**src/rtl/pc_fetch_pkg.sv**
```systemverilog
// pc_fetch_pkg: shared CPU definitions for the instruction-fetch front end.
//   - fetch_state_t : two-state fetch FSM encoding (FETCH / ISSUE)
//   - DEF_RESET_PC  : default first fetch address after reset
//   - DEF_EXC_VEC   : default exception handler address
//   - instruction field bit positions (opcode, funct, jump target, immediate)
//   - helpers for branch offset and jump target formation
package pc_fetch_pkg;

    typedef enum logic [0:0] {
        ST_FETCH = 1'b0,   // request outstanding on the instruction bus
        ST_ISSUE = 1'b1    // instruction held for decode
    } fetch_state_t;

    localparam logic [31:0] DEF_RESET_PC = 32'h0040_0000;
    localparam logic [31:0] DEF_EXC_VEC  = 32'h8000_0180;
    localparam logic [31:0] PC_STEP      = 32'd4;

    // Instruction field positions as seen by the decoder and the next-PC mux
    localparam int OPCODE_MSB = 31;
    localparam int OPCODE_LSB = 26;
    localparam int FUNCT_MSB  = 5;
    localparam int FUNCT_LSB  = 0;
    localparam int TARGET_MSB = 25;
    localparam int TARGET_LSB = 0;
    localparam int IMM_MSB    = 15;
    localparam int IMM_LSB    = 0;

    // Sign-extend a 16-bit branch immediate and scale it to a byte offset
    function automatic logic [31:0] branch_offset(input logic [15:0] imm);
        return {{14{imm[15]}}, imm, 2'b00};
    endfunction

    // Pseudo-direct jump: region bits come from the sequential PC
    function automatic logic [31:0] jump_target(input logic [31:0] seq_pc,
                                                input logic [25:0] tgt);
        return {seq_pc[31:28], tgt, 2'b00};
    endfunction

endpackage

```
**src/rtl/pc_fetch_npc_sel.sv**
```systemverilog
// npc_sel: combinational next-PC selection.
//   Ports:
//     pc        in  32  address of the current instruction
//     instr_idx in  26  low 26 bits of the current instruction (target / imm)
//     excp      in  1   illegal instruction, highest priority
//     jr        in  1   register jump
//     jr_addr   in  32  register jump target (low two bits dropped)
//     jump      in  1   pseudo-direct jump
//     br_taken  in  1   resolved-taken conditional branch
//     npc       out 32  selected next PC
//     pc_plus4  out 32  sequential PC (pc + 4, wraps modulo 2^32)
module npc_sel
    import pc_fetch_pkg::*;
#(
    parameter logic [31:0] EXC_VEC = DEF_EXC_VEC
) (
    input  logic [31:0] pc,
    input  logic [25:0] instr_idx,
    input  logic        excp,
    input  logic        jr,
    input  logic [31:0] jr_addr,
    input  logic        jump,
    input  logic        br_taken,
    output logic [31:0] npc,
    output logic [31:0] pc_plus4
);

    logic [31:0] seq_pc_s;

    // Priority mux: exception beats every redirect, then jr, jump, branch
    always_comb begin
        seq_pc_s = pc + PC_STEP;
        npc      = seq_pc_s;
        if (excp) begin
            npc = EXC_VEC;
        end else if (jr) begin
            npc = jr_addr & 32'hFFFF_FFFC;
        end else if (jump) begin
            npc = jump_target(seq_pc_s, instr_idx[TARGET_MSB:TARGET_LSB]);
        end else if (br_taken) begin
            npc = seq_pc_s + branch_offset(instr_idx[IMM_MSB:IMM_LSB]);
        end else begin
            npc = seq_pc_s;
        end
    end

    assign pc_plus4 = seq_pc_s;

endmodule

```
**src/rtl/pc_fetch.sv**
```systemverilog
// pc_fetch: instruction fetch unit with a two-state FETCH/ISSUE FSM.
//   Parameters: RESET_PC (first fetch address), EXC_VEC (exception vector).
//   Ports:
//     clk, reset          clock and synchronous active-high reset
//     imem_req/imem_addr  instruction read request and word address
//     imem_ready/rdata    read completion and returned word
//     instr/instr_valid   held instruction, valid while in ISSUE
//     stall               downstream hold, blocks retirement
//     excp, br_taken, jump, jr, jr_addr   redirect controls for the held instr
//     pc, pc_plus4, epc   current PC, its link value, last faulting PC
module pc_fetch
    import pc_fetch_pkg::*;
#(
    parameter logic [31:0] RESET_PC = DEF_RESET_PC,
    parameter logic [31:0] EXC_VEC  = DEF_EXC_VEC
) (
    input  logic        clk,
    input  logic        reset,
    output logic        imem_req,
    output logic [31:0] imem_addr,
    input  logic        imem_ready,
    input  logic [31:0] imem_rdata,
    output logic [31:0] instr,
    output logic        instr_valid,
    input  logic        stall,
    input  logic        excp,
    input  logic        br_taken,
    input  logic        jump,
    input  logic        jr,
    input  logic [31:0] jr_addr,
    output logic [31:0] pc,
    output logic [31:0] pc_plus4,
    output logic [31:0] epc
);

    fetch_state_t state_r;
    logic [31:0]  pc_r;
    logic [31:0]  instr_r;
    logic [31:0]  epc_r;
    logic [31:0]  npc_s;
    logic [31:0]  pc_plus4_s;

    npc_sel #(
        .EXC_VEC (EXC_VEC)
    ) u_npc_sel (
        .pc        (pc_r),
        .instr_idx (instr_r[TARGET_MSB:TARGET_LSB]),
        .excp      (excp),
        .jr        (jr),
        .jr_addr   (jr_addr),
        .jump      (jump),
        .br_taken  (br_taken),
        .npc       (npc_s),
        .pc_plus4  (pc_plus4_s)
    );

    // Fetch FSM with PC, instruction and EPC registers
    always_ff @(posedge clk) begin
        if (reset) begin
            state_r <= ST_FETCH;
            pc_r    <= RESET_PC;
            instr_r <= 32'h0000_0000;
            epc_r   <= 32'h0000_0000;
        end else begin
            case (state_r)
                ST_FETCH: begin
                    if (imem_ready) begin
                        instr_r <= imem_rdata;
                        state_r <= ST_ISSUE;
                    end
                end
                ST_ISSUE: begin
                    // Redirect inputs only matter here, on the retiring cycle
                    if (!stall) begin
                        pc_r    <= npc_s;
                        state_r <= ST_FETCH;
                        if (excp) begin
                            epc_r <= pc_r;
                        end
                    end
                end
                default: begin
                    state_r <= ST_FETCH;
                end
            endcase
        end
    end

    // The request is gated by reset directly so the bus sees no request
    // during the reset cycle itself, before the state register is cleared.
    assign imem_req    = (state_r == ST_FETCH) && !reset;
    assign imem_addr   = pc_r;
    assign instr       = instr_r;
    assign instr_valid = (state_r == ST_ISSUE);
    assign pc          = pc_r;
    assign pc_plus4    = pc_plus4_s;
    assign epc         = epc_r;

endmodule

```
**config.mk**
```make
export PLATFORM = sky130hd
export DESIGN_NAME = pc_fetch
export DESIGN_NICKNAME = d
export VERILOG_FILES = /design/src/rtl/pc_fetch_pkg.sv /design/src/rtl/pc_fetch_npc_sel.sv /design/src/rtl/pc_fetch.sv
export SDC_FILE = /design/constraint.sdc
export NUM_CORES = 1
export LEC_CHECK = 0
export CORE_ASPECT_RATIO = 1.75
export CORE_MARGIN = 2
export CORE_UTILIZATION = 40
export DETAILED_ROUTE_END_ITERATION = 6
export GPL_TIMING_DRIVEN = 0
export PLACE_DENSITY = 0.75
export SYNTH_ARGS = -nofsm -noshare
export SYNTH_HDL_FRONTEND = slang
export SYNTH_SLANG_ARGS = --single-unit
```
**constraint.sdc**
```tcl
create_clock -name clk -period 3.65 [get_ports clk]
set_input_delay 1.095 -clock clk [delete_from_list [all_inputs] [get_ports clk]]
set_output_delay 1.095 -clock clk [all_outputs]
set_load 0.01 [all_outputs]
```
==> reports/qor.csv, run 1 <==
metric,value,unit
Antenna Cells,0,
vias per cell,5.79,
"slowest stage delay, CP",530,ps
Initial Util,40.7,%
total power,2.74,mW
clock share of power,38.2,%
crit-path most repeated cell,buf_4,
clk_lat worst skew,350,ps
Routed Antenna Nets,0,
Max Freq,272,MHz
Slew headroom,27.8,%
dominant synthesized flop cell,dfxtp_1,
row count,62,
clk slew on worst S/H paths,70,ps
synthesized instance count,884,
Final period util,101,%
ratio of cells with drive above 1 in the final layout,17.0,%
Setup Total Neg Slack,-31.3,ps
TritonCTS clock tree,built,
Mapped Area,6630,µm²
sw power,0.808,mW
antenna violations before repair,0,
max-cap violations,0,
number of fill cells,1452,
vias after detailed routing,7786,
first-pass GRT wire length,42.5,mm
die width,101,µm
largest net degree at the start of global routing,25,
crit-path max FO,7,
register area share after synthesis,28.1,%
peak supply drop,211,µV
total grt overflow,0,
switching part of the total,29.5,%
CP Cell Sequence,and4_4 -> nand2_1 -> nor3_2 -> xor2_1 -> buf_4 -> buf_4 -> clkdlybuf4s50_1,
WL per Instance,21.4,µm
1st-iter DRT viols,461,
worst clock skew,10.1,ps
internal power,1.93,mW
leak pwr,4.18,nW
outcome,"finished, violations left",
num ports,234,
core area,16300,µm²
CTS Buf Count,9,
CTS Hold Buffers Added,0,
fin worst setup slack,-20.6,ps
post-route minimum period,3670,ps
Area growth syn-to-layout,53.5,%
CP arrival,2580,ps
synthesized area per cell,7.50,µm²
post-DP HPWL,21.8,mm
maximum root-to-sink buffer count,2,
CP endpoint kind,output port,
level count of the clock H-tree,3,
Ys Warns,0,
startpoint types,register,
Remaining DRCs,0,
Die ar.,17700,µm²
HP Class,register to register,
slowest cell on the critical path,clkdlybuf4s50_1,
clock sink count,93,
Worst Path Buf+Inv,3,
"Distinct cells, synth",75,
Post-synth EDFFs,0,
ys async rst share,0,%
First-pass DRT Iterations,6,
RSZ-0062 raised after global routing,yes,
worst path required time,2550,ps
"CP delay by family, top",buffers and inverters,
failing checks,setup timing,
Root Driver,clkbuf_16,
crit path kind,register to output port,
Total GRT Usage,31.5,%
Final GP Congestion,0.963,
worst hold margin,455,ps
sequential share of power,40.4,%
die span in y,174,µm
max-slew violations,0,
worst slew pin tran,1080,ps
combinational share of power,21.5,%
total length of routed wires,28.8,mm
synthesized flop and latch total,93,
vias in the first global route,7380,
PD cells,269,nW/µm²
Final setup viols,2,
final hold vios,0,
buffers added on ports,218,
post-layout net count,1258,
## layout by cell type (no fill, tap or decap), drive strengths merged, types with 8 or more instances in the layout
| cell | count |
|---|---|
| nor2 | 56 |
| nand2 | 171 |
| a21o | 18 |
| inv | 20 |
| and3 | 8 |
| ha | 36 |
| a21oi | 109 |
| a22oi | 11 |
| clkdlybuf4s50 | 207 |
| buf | 72 |
| mux2i | 8 |
| nor3 | 17 |
| o31ai | 9 |
| xor2 | 19 |
| conb | 8 |
| dfxtp | 93 |
| clkbuf | 50 |
| a22o | 8 |
| xnor2 | 27 |
| o22ai | 9 |
| a211oi | 11 |
| nand3 | 24 |
| nand4 | 11 |
| o21ai | 39 |
## state kept, by name (all words and copies together) (netlist names)
signal       count
epc             30
imem_addr       30
instr           32
instr_valid      1
## power groups by stage
| stage | clock network (mW) | logic (mW) | registers [mW] |
|---|---|---|---|
| after global placement | 0 | 0.549 | 1.13 |
| after floorplan | 0 | 0.275 | 1.12 |
| after detailed placement | 0 | 0.552 | 1.13 |
| after global routing | 1.08 | 0.629 | 1.11 |
| final | 1.05 | 0.588 | 1.11 |
| after CTS | 1.05 | 0.562 | 1.11 |
## cells in the mapped netlist (11+ instances only)
library cell	n	area, µm²
nand3_1	21	105
o21ai_0	38	190
nand4_1	11	68.8
nor2_1	56	210
dfxtp_1	93	1860
ha_1	36	450
buf_4	38	285
nor3_1	16	80.1
clkbuf_1	37	139
inv_1	19	71.3
xor2_1	19	166
xnor2_1	27	236
a22oi_1	11	82.6
a21oi_1	109	546
a211oi_1	11	82.6
a21o_1	18	135
nand2_1	170	638
## final cells by class
| cell class | count | area (µm²) | share of cell area (%) |
|---|---|---|---|
| clock buffers | 10 | 229 | 2.25 |
| well taps | 192 | 240 | 2.36 |
| flip-flops and latches | 93 | 1920 | 18.9 |
| clock inverters | 5 | 85.1 | 0.836 |
| inverters | 19 | 71.3 | 0.701 |
| plain buffers | 80 | 494 | 4.86 |
| repair buffers | 250 | 2420 | 23.8 |
| multi-input cells | 696 | 4710 | 46.3 |
## metrics by stage
stage	utilization, %	setup slack [ps]	area (µm²)	instances
floorplan	-	127	6660	891
global placement	55.7	-645	9080	1301
detailed placement	55.8	-733	9090	1301
CTS	60.2	-79.8	9810	1328
global route	62.4	-94.8	10200	1345
finish	62.4	-20.6	10200	1345
## worst reg2reg max path, cell delays in order, from the launching register on
cell	delay, ps
dfxtp_4	450
and4_4	290
nand3_4	170
nor4_4	440
buf_4	190
xor2_2	270
ha_1	310
buf_6	150
a21o_1	160
a21o_1	170
a21oi_1	220
nand4_1	110
or3_1	400
a41oi_1	220
## final timing paths
kind / end / cells past startpoint / start / slack [ps]
worst max-delay path: pc_plus4[20] / 7 / imem_addr[15]$_SDFFE_PP0P_ / -20
worst max register to register: imem_addr[30]$_SDFFE_PP0P_ / 13 / imem_addr[15]$_SDFFE_PP0P_ / 20
worst min register to register: epc[4]$_SDFFE_PP0P_ / 2 / epc[4]$_SDFFE_PP0P_ / 460
worst min-delay path: epc[4]$_SDFFE_PP0P_ / 2 / epc[4]$_SDFFE_PP0P_ / 460
## repair_timing
action	CTS	global route
setup buffers	13	19
resized for setup	83	56
endpoints found under the setup margin	36	25
pin swaps	9	21
## layer usage
metal | vias up | GRT usage, % | part of all wire, %
li1 | 3633 | - | -
met1 | 3674 | 34.7 | 35
met2 | 367 | 56.5 | 52
met3 | 112 | 4.38 | 6.3
met4 | 0 | 17.3 | 6.9
met5 | - | 0 | 0
## kinds of logic after synthesis
kind of cell | share of synthesized area, %
AND/OR/NAND/NOR | 23.3
multiplexers | 1.21
buffers and inverters | 8.69
XOR/XNOR | 6.08
AO/OA/AOI/OAI | 25.5
other | 0.0566
adder cells (fa/ha/maj) | 7.10
flip-flops | 28.1
No activity file was read; power rests on OpenSTA's default activity.
==> run 2, diff against run 1 <==
CTS_BUF_LIST = sky130_fd_sc_hd__clkbuf_8   (was default)
==> reports/qor.csv, run 2 (synthesized netlist as in run 1, its figures left out) <==
metric,value,unit,change
outcome,"finished, violations left",,
failing checks,"DRC, setup timing",,
max-slew violations,0,,unchanged
num ports,234,,unchanged
Root Driver,clkbuf_8,,
total length of routed wires,28.6,mm,-0.58%
largest net degree at the start of global routing,25,,unchanged
vias after detailed routing,7769,,-0.22%
clk slew on worst S/H paths,110,ps,+40 ps
Routed Antenna Nets,0,,unchanged
sequential share of power,44.5,%,+4.1 points
combinational share of power,23.4,%,+1.9 points
die span in y,174,µm,unchanged
Area growth syn-to-layout,50.6,%,
die width,101,µm,unchanged
First-pass DRT Iterations,7,,+1
vias per cell,5.81,,+0.30%
worst slew pin tran,1070,ps,-9.83 ps
total grt overflow,0,,unchanged
WL per Instance,21.4,µm,about the same
CTS Hold Buffers Added,0,,unchanged
PD cells,249,nW/µm²,-7.6%
fin worst setup slack,-31.9,ps,-11.3 ps
ratio of cells with drive above 1 in the final layout,16.2,%,-0.77 points
first-pass GRT wire length,42.7,mm,+0.50%
post-layout net count,1251,,-0.56%
"commonest cells after routing, fill and taps aside","clkdlybuf4s50_1 (201), nand2_1 (170), a21oi_1 (105)",,
maximum root-to-sink buffer count,2,,unchanged
CP endpoint kind,register,,
Initial Util,40.7,%,unchanged
Placement Cell Area,9090,µm²,unchanged
RSZ-0062 raised after global routing,yes,,
Slew headroom,28.0,%,+0.16 points
HP Class,register to register,,
post-DP HPWL,21.8,mm,unchanged
worst clock skew,19.3,ps,+9.25 ps
leak pwr,4.11,nW,-1.7%
number of fill cells,1512,,+4.1%
CTS Buf Count,9,,unchanged
Final period util,101,%,+0.31 points
Final GP Congestion,0.963,,unchanged
startpoint types,register,,
crit path kind,register to register,,
switching part of the total,31.2,%,+1.7 points
post-route minimum period,3680,ps,+11.3 ps
clk_lat worst skew,380,ps,+30 ps
max-cap violations,0,,unchanged
peak supply drop,224,µV,+6.3%
Die ar.,17700,µm²,unchanged
1st-iter DRT viols,669,,+45%
TritonCTS clock tree,built,,
internal power,1.71,mW,-11%
cell area after layout,9980,µm²,-1.9%
core area,16300,µm²,unchanged
"most common cell after layout, fill and taps aside",clkdlybuf4s50_1,,
Antenna Cells,0,,unchanged
row count,62,,unchanged
level count of the clock H-tree,3,,unchanged
Setup Total Neg Slack,-31.9,ps,-0.659 ps
vias in the first global route,7514,,+1.8%
Total GRT Usage,31.7,%,+0.19 points
crit-path max FO,8,,+1
max reg flops,32,,unchanged
antenna violations before repair,0,,unchanged
Max Freq,272,MHz,-0.31%
Remaining DRCs,4,,+4
Final setup viols,1,,-1
final hold vios,0,,unchanged
clock share of power,32.1,%,-6.1 points
CP arrival,3920,ps,+1340 ps
clock sink count,93,,unchanged
worst path required time,3890,ps,+1340 ps
buffers added on ports,218,,unchanged
sw power,0.775,mW,-4.1%
## run 2: stage by stage
step	hold slack, ps	worst slack, ps	util [%]	cells	power [mW]
floorplan	481	127	-	891	1.40
global placement	441	-645	55.7	1301	1.68
detailed placement	445	-733	55.8	1301	1.68
CTS	459	-132	60.0	1332	2.47
global route	483	-153	61.3	1338	2.57
finish	459	-31.9	61.3	1338	2.49
## run 2: cell type report
| class | instances | area, µm² | area share [%] |
|---|---|---|---|
| Multi-Input combinational cell | 696 | 4690 | 47.0 |
| Inverter | 19 | 71.3 | 0.714 |
| Clock buffer | 9 | 124 | 1.24 |
| Tap cell | 192 | 240 | 2.41 |
| Clock inverter | 6 | 88.8 | 0.890 |
| Timing Repair Buffer | 243 | 2360 | 23.6 |
| Sequential cell | 93 | 1920 | 19.2 |
| Buffer | 80 | 497 | 4.98 |
## run 2: what timing repair did
action,in CTS,in global routing
hold endpoints to repair,0,0
buffers inserted,18,7
resized for setup,92,41
endpoints found under the setup margin,37,20
pin swaps,15,13
## run 2: metal layers
| layer | vias up | global-route usage [%] | routed length [µm] |
|---|---|---|---|
| li1 | 3620 | - | - |
| met1 | 3641 | 33.8 | 9660 |
| met2 | 386 | 57.3 | 14900 |
| met3 | 122 | 4.38 | 1840 |
| met4 | 0 | 19.1 | 2130 |
| met5 | - | 0 | 0 |
## run 2: power groups by stage
stage               clock network, mW  logic, mW  registers [mW]
finish                          0.799      0.581            1.11
global route                    0.841      0.622            1.11
CTS                             0.801      0.568            1.10
detailed placement                  0      0.552            1.13
global placement                    0      0.549            1.13
floorplan                           0      0.275            1.12
## run 2: final timing paths
path	from	end	slack, ps	depth (start not counted)
worst min-delay path	epc[4]$_SDFFE_PP0P_	epc[4]$_SDFFE_PP0P_	460	2
worst min register to register	epc[4]$_SDFFE_PP0P_	epc[4]$_SDFFE_PP0P_	460	2
worst max register to register	imem_addr[9]$_SDFFE_PP0P_	imem_addr[31]$_SDFFE_PP0P_	-30	14
worst max-delay path	imem_addr[9]$_SDFFE_PP0P_	imem_addr[31]$_SDFFE_PP0P_	-30	14
## run 2: worst max-delay path, cell delays in order (launching register included)
cell	delay, ps
dfxtp_2	470
and4_4	290
nand3_4	180
nor2_2	170
nand4_1	170
xnor2_2	360
ha_4	290
a21o_1	220
a31o_2	290
nor2_1	100
nor4b_4	260
nor3_1	130
o211ai_1	340
mux2i_1	250
nor4_1	60
